$ cat src/rtl/fp16_column_reducer.sv
// Streaming FP16 column-sum engine: registered pairwise addfp16 tree per column,
// then left-to-right accumulation of up to NUM_COLS column sums per result.
module fp16_column_reducer #(
   parameter int DATA_WIDTH = 16,
   parameter int MAT_HEIGHT = 4,
   parameter int NUM_COLS   = 2
) (
   input  logic                               clk,
   input  logic                               rst_n,
   input  logic                               valid_in,
   output logic                               ready_in,
   input  logic [DATA_WIDTH-1:0]              column [MAT_HEIGHT],
   input  logic                               last_in,
   output logic                               valid_out,
   input  logic                               ready_out,
   output logic [DATA_WIDTH-1:0]              sum,
   output logic [$clog2(NUM_COLS+1)-1:0]      col_count
);

   localparam int L     = $clog2(MAT_HEIGHT);
   localparam int NODES = MAT_HEIGHT - 1;
   localparam int CW    = $clog2(NUM_COLS + 1);
   localparam logic [CW-1:0] LAST_CNT = CW'(NUM_COLS - 1);

   typedef enum logic {ACCUM, HOLD} state_t;

   // Round-to-nearest-even half-precision add; NaN results are canonical 0x7E00,
   // an exact zero from opposite signs is +0.
   function automatic logic [15:0] addfp16(input logic [15:0] x, input logic [15:0] y);
      logic [15:0] a, b, r;
      logic        x_inf, y_inf, any_nan, sub;
      logic [5:0]  ea, eb, e, d;
      logic [13:0] ma, mb, al, m;
      logic [27:0] wide;
      logic [14:0] s;
      logic [11:0] mr;
      x_inf   = (x[14:10] == 5'h1F) && (x[9:0] == 10'h0);
      y_inf   = (y[14:10] == 5'h1F) && (y[9:0] == 10'h0);
      any_nan = ((x[14:10] == 5'h1F) && (x[9:0] != 10'h0)) ||
                ((y[14:10] == 5'h1F) && (y[9:0] != 10'h0));
      if (x[14:0] >= y[14:0]) begin
         a = x;
         b = y;
      end else begin
         a = y;
         b = x;
      end
      ea   = (a[14:10] == 5'h0) ? 6'd1 : {1'b0, a[14:10]};
      eb   = (b[14:10] == 5'h0) ? 6'd1 : {1'b0, b[14:10]};
      ma   = {a[14:10] != 5'h0, a[9:0], 3'b000};
      mb   = {b[14:10] != 5'h0, b[9:0], 3'b000};
      d    = ea - eb;
      // Alignment keeps guard/round bits and folds everything below into sticky.
      wide = {mb, 14'h0} >> ((d > 6'd15) ? 6'd15 : d);
      al   = wide[27:14] | {13'h0, |wide[13:0]};
      sub  = a[15] ^ b[15];
      s    = sub ? ({1'b0, ma} - {1'b0, al}) : ({1'b0, ma} + {1'b0, al});
      if (s[14]) begin
         m = s[14:1] | {13'h0, s[0]};
         e = ea + 6'd1;
      end else begin
         m = s[13:0];
         e = ea;
      end
      for (int i = 0; i < 13; i++) begin
         if (!m[13] && (e > 6'd1)) begin
            m = m << 1;
            e = e - 6'd1;
         end
      end
      mr = {1'b0, m[13:3]} + {11'h0, m[2] & (m[3] | m[1] | m[0])};
      if (mr[11]) begin
         mr = mr >> 1;
         e  = e + 6'd1;
      end
      if (m == 14'h0)       r = {a[15] & ~sub, 15'h0};
      else if (e >= 6'd31)  r = {a[15], 5'h1F, 10'h0};
      else                  r = {a[15], (mr[10] ? e[4:0] : 5'h0), mr[9:0]};
      if (any_nan || (x_inf && y_inf && (x[15] != y[15]))) r = 16'h7E00;
      else if (x_inf)                                      r = x;
      else if (y_inf)                                      r = y;
      return r;
   endfunction

   logic [DATA_WIDTH-1:0] in_q   [MAT_HEIGHT];
   logic [DATA_WIDTH-1:0] in_d   [MAT_HEIGHT];
   logic [DATA_WIDTH-1:0] node_q [NODES];
   logic [DATA_WIDTH-1:0] node_d [NODES];
   logic [DATA_WIDTH-1:0] node_sum [NODES];
   logic [L:0]            vld_q, vld_d, last_q, last_d;
   state_t                state_q, state_d;
   logic [DATA_WIDTH-1:0] acc_q, acc_d, sum_q, sum_d, acc_add, new_acc;
   logic                  valid_out_q, valid_out_d;
   logic [CW-1:0]         cnt_q, cnt_d;
   logic                  stall, accept, tree_vld, tree_last;
   logic [DATA_WIDTH-1:0] tree_sum;

   // Level l nodes live at [MAT_HEIGHT - (MAT_HEIGHT >> l) +: MAT_HEIGHT >> (l+1)].
   for (genvar l = 0; l < L; l++) begin : g_lvl
      for (genvar i = 0; i < (MAT_HEIGHT >> (l + 1)); i++) begin : g_node
         localparam int OUT = MAT_HEIGHT - (MAT_HEIGHT >> l) + i;
         if (l == 0) begin : g_leaf
            assign node_sum[OUT] = addfp16(in_q[2*i], in_q[2*i+1]);
         end else begin : g_inner
            localparam int SRC = MAT_HEIGHT - (MAT_HEIGHT >> (l - 1)) + 2*i;
            assign node_sum[OUT] = addfp16(node_q[SRC], node_q[SRC+1]);
         end
      end
   end

   assign stall     = (state_q == HOLD) && !ready_out;
   assign ready_in  = rst_n && !stall;
   assign accept    = valid_in && ready_in;
   assign tree_vld  = vld_q[L];
   assign tree_last = last_q[L];
   assign tree_sum  = node_q[NODES-1];
   assign acc_add   = addfp16(acc_q, tree_sum);
   assign new_acc   = (cnt_q == '0) ? tree_sum : acc_add;

   always_comb begin
      in_d   = in_q;
      node_d = node_q;
      vld_d  = vld_q;
      last_d = last_q;
      if (!stall) begin
         in_d   = column;
         node_d = node_sum;
         vld_d  = {vld_q[L-1:0], accept};
         last_d = {last_q[L-1:0], accept & last_in};
      end
   end

   always_comb begin
      state_d     = state_q;
      acc_d       = acc_q;
      sum_d       = sum_q;
      valid_out_d = valid_out_q;
      cnt_d       = cnt_q;
      if ((state_q == HOLD) && ready_out) begin
         valid_out_d = 1'b0;
         state_d     = ACCUM;
      end
      // A column arriving while the previous result drains opens the next group.
      if (tree_vld && !stall) begin
         acc_d = new_acc;
         if ((cnt_q == LAST_CNT) || tree_last) begin
            sum_d       = new_acc;
            valid_out_d = 1'b1;
            cnt_d       = '0;
            state_d     = HOLD;
         end else begin
            cnt_d = cnt_q + CW'(1);
         end
      end
   end

   always_ff @(posedge clk) begin
      if (!rst_n) begin
         in_q        <= '{default: '0};
         node_q      <= '{default: '0};
         vld_q       <= '0;
         last_q      <= '0;
         state_q     <= ACCUM;
         acc_q       <= '0;
         sum_q       <= '0;
         valid_out_q <= 1'b0;
         cnt_q       <= '0;
      end else begin
         in_q        <= in_d;
         node_q      <= node_d;
         vld_q       <= vld_d;
         last_q      <= last_d;
         state_q     <= state_d;
         acc_q       <= acc_d;
         sum_q       <= sum_d;
         valid_out_q <= valid_out_d;
         cnt_q       <= cnt_d;
      end
   end

   assign valid_out = valid_out_q;
   assign sum       = sum_q;
   assign col_count = cnt_q;

endmodule

$ cat config.mk
export PLATFORM = sky130hd
export DESIGN_NAME = fp16_column_reducer
export DESIGN_NICKNAME = d
export VERILOG_FILES = /design/src/rtl/fp16_column_reducer.sv
export SDC_FILE = /design/constraint.sdc
export NUM_CORES = 2
export LEC_CHECK = 0
export ABC_AREA = 1
export CORE_ASPECT_RATIO = 1.25
export CORE_UTILIZATION = 55
export DETAILED_ROUTE_END_ITERATION = 16
export GPL_TIMING_DRIVEN = 0
export PLACE_DENSITY = 0.72
export SYNTH_ARGS = -nofsm -noshare
export SYNTH_HDL_FRONTEND = slang
export SYNTH_SLANG_ARGS = --single-unit
$ cat constraint.sdc
create_clock -name clk -period 25.3 [get_ports clk]
set_clock_uncertainty 0.2 [all_clocks]
set_input_delay 2.53 -clock clk [delete_from_list [all_inputs] [get_ports clk]]
set_output_delay 2.53 -clock clk [all_outputs]
set_load 0.01 [all_outputs]
==> impl_metrics.ini <==
[worst_hold_path]
hp-class = reg -> reg
holdPathStages = 2

[job]
cap_violations = 0

[sta]
period_needed_ns = 23.44
finalHoldViolCount = 0
relSlewSlack_pct = 41.7
max_freq_mhz = 42.7
setup_viol = 0
drv_slew = 0
fin_ws_ns = 1.86
hold_slack_ns = 0.259
tightest_slew_ns = 0.871
finalCritPeriodShare_pct = 92.7

[clock_tree]
path_clk_slew_ns = 0.09
tritoncts = yes
clkSinkCount = 154
hold_buffers = 0
cts_inserted_buffers = 17
clock_latency_ns = 0.48
root_buffer = clkbuf_16
htree_levels = 4
cts_buffer_depth = 2

[synthesis]
synth_top_cell_by_area = nand2_1
syn_area_mm2 = 0.0457
synth-edff-count = 0
synth-seq-cells = 154
syn-instance-count = 8322
ys_async_sr_fraction_pct = 0
yosysUniqueCellTypes = 87
yosys-top-cells-count = nand2_1, inv_1, o21ai_0
postSynthAreaPerCell_um2 = 5.49
seq_area_frac_synth_pct = 6.74
ys_top_cells_by_area = nand2_1, inv_1, o21ai_0
synth_flop_cell = dfxtp_1
synth.net_count = 8688
yosysWarnings = 0
synth.most_common_cell = nand2_1
yosys.area.top_type_share_pct = 21.7

[setup_path]
required_ns = 25.43
endpoint_kind = register
worst-r2r-cell-count = 170
cpMaxStageDelayCell = fa_1
cpLargestDelayFamily = simple AND/OR/NAND/NOR gates
crit_top_cell = nand2_1
critPathMaxStageDelay_ns = 0.42
critical_path_arrival_ns = 23.57
worstSetupPathType = reg -> reg
start_kind = register
cp.depth = 170
path_max_fanout = 10
crit_buf_inv = 31

[route]
vias = 50300
firstDrtPassIters = 7
wl_um = 127000
drc_errors = 0
vias_per_cell = 5.27
routedWlPerCell_um = 13.3
drt-initial-drc-count = 3011
drtAntennaViolNets = 0

[global_routing]
grt_pass1_vias = 45500
grt.total_usage_pct = 29.2
antenna_found_initial = 12
grt_pass1_wl_um = 211000
grt_start_max_net_pins = 19
grt.overflow.total = 0

[layout]
drive_gt1_share_pct = 15.3
fillCellCount = 8377
syn_to_final_growth_pct = 8.38
nNetsFinal = 8835
postLayoutCellArea_mm2 = 0.0496

[die]
start_util_pct = 55.9
io-pin-count = 89
rows = 117
fp.coreArea_mm2 = 0.0818
die_h_um = 324
die_area_mm2 = 0.0843
fp.dieW_um = 260

[outcome]
outcome = completed

[placement]
gp_congestion = 0.963
dpl_cell_area_mm2 = 0.0479
place_worst_setup_slack_ns = 0.235
portBuffers = 87
dp_hpwl_um = 107000
-- flip-flops by register name, indices dropped and copies added, names as in the netlist --
signal and flops:
last_q 3, sum 16, in_q 64, node_q 32, col_count 2, state_q 1
valid_out 1, vld_q 3, acc_q 16, tree_sum 16
-- layer usage --
layer  track usage, %  part of all wire [%]  vias up
met5                0                 0.090        -
met1             35.1                    44    22400
met3             2.75                   3.2      236
met4             9.64                   3.4       18
li1                 -                     -    26800
met2             53.3                    49      892
-- layout by cell type, fill, tap and decap left out, types with 25 or more instances in the layout --
cell type / n
nand2_2: 334
nand3_4: 27
o21ai_2: 42
dfxtp_1: 148
a21oi_2: 43
nor4_1: 25
nand2_1: 2623
nor3_1: 45
ha_1: 253
nand2_4: 123
o21ai_1: 114
xor2_1: 89
o21ai_0: 797
nand4_1: 189
a31oi_1: 25
nor2_4: 75
nand3_2: 80
clkdlybuf4s50_1: 87
clkbuf_1: 94
nor2_2: 75
a21oi_1: 180
nand3b_1: 57
inv_1: 1213
inv_2: 97
nor2_1: 455
nand3_1: 629
buf_4: 90
buf_6: 60
ha_2: 31
xnor2_1: 36
-- stage by stage --
stage	TNS, ns	util, %	cells
5_1_grt	-2.91	60.6	9556
6_report	0	60.6	9556
3_3_place_gp	0	58.6	9480
4_1_cts	0	59.3	9512
3_5_place_dp	0	58.6	9480
2_1_floorplan	0	-	8322
-- kinds of logic after synthesis --
| logic type | share of synthesized area (%) |
|---|---|
| AND/OR/NAND/NOR | 50.5 |
| buffers and inverters | 15.4 |
| AO/OA/AOI/OAI | 16.4 |
| adder cells (fa/ha/maj) | 8.26 |
| flip-flops | 6.74 |
| XOR/XNOR | 2.65 |
| multiplexers | 0.0438 |
-- path summary, 6_finish.rpt --
check                                           start  slack, ns                 endpoint
worst max-delay path            in_q[45]$_SDFFE_PN0N_       1.86  node_q[32]$_SDFFE_PN0N_
worst min-delay path              sum[6]$_SDFFE_PN0P_       0.26      sum[6]$_SDFFE_PN0P_
worst max register to register  in_q[45]$_SDFFE_PN0N_       1.86  node_q[32]$_SDFFE_PN0N_
worst min register to register    sum[6]$_SDFFE_PN0P_       0.26      sum[6]$_SDFFE_PN0P_
-- final cells by class --
class	count	area [µm²]	share of cell area, %
multi-input cells	6565	36200	73.1
well taps	1071	1340	2.70
clock buffers	17	425	0.858
plain buffers	262	1990	4.02
diodes	3	7.51	0.0151
inverters	1338	5090	10.3
flip-flops and latches	154	3090	6.24
clock inverters	15	173	0.348
repair buffers	131	1200	2.42
-- worst reg2reg max path, delay by kind of cell (launching register included) --
family	cells	cell delay [ns]
and+or+nand+nor	101	11.58
AOI/OAI and AO/OA	17	2.62
buffers and inverters	31	3.65
DFF	1	0.37
adders and majority gates	18	4.37
xor gates and xnor gates	3	0.55
-- what timing repair did --
action                     CTS  global route
gates resized for setup      0           205
setup endpoints to repair    0            80
buffers inserted             0            44
Power is not shown: default switching activity piles up to over one toggle a cycle in this logic, so the estimate is an artifact.
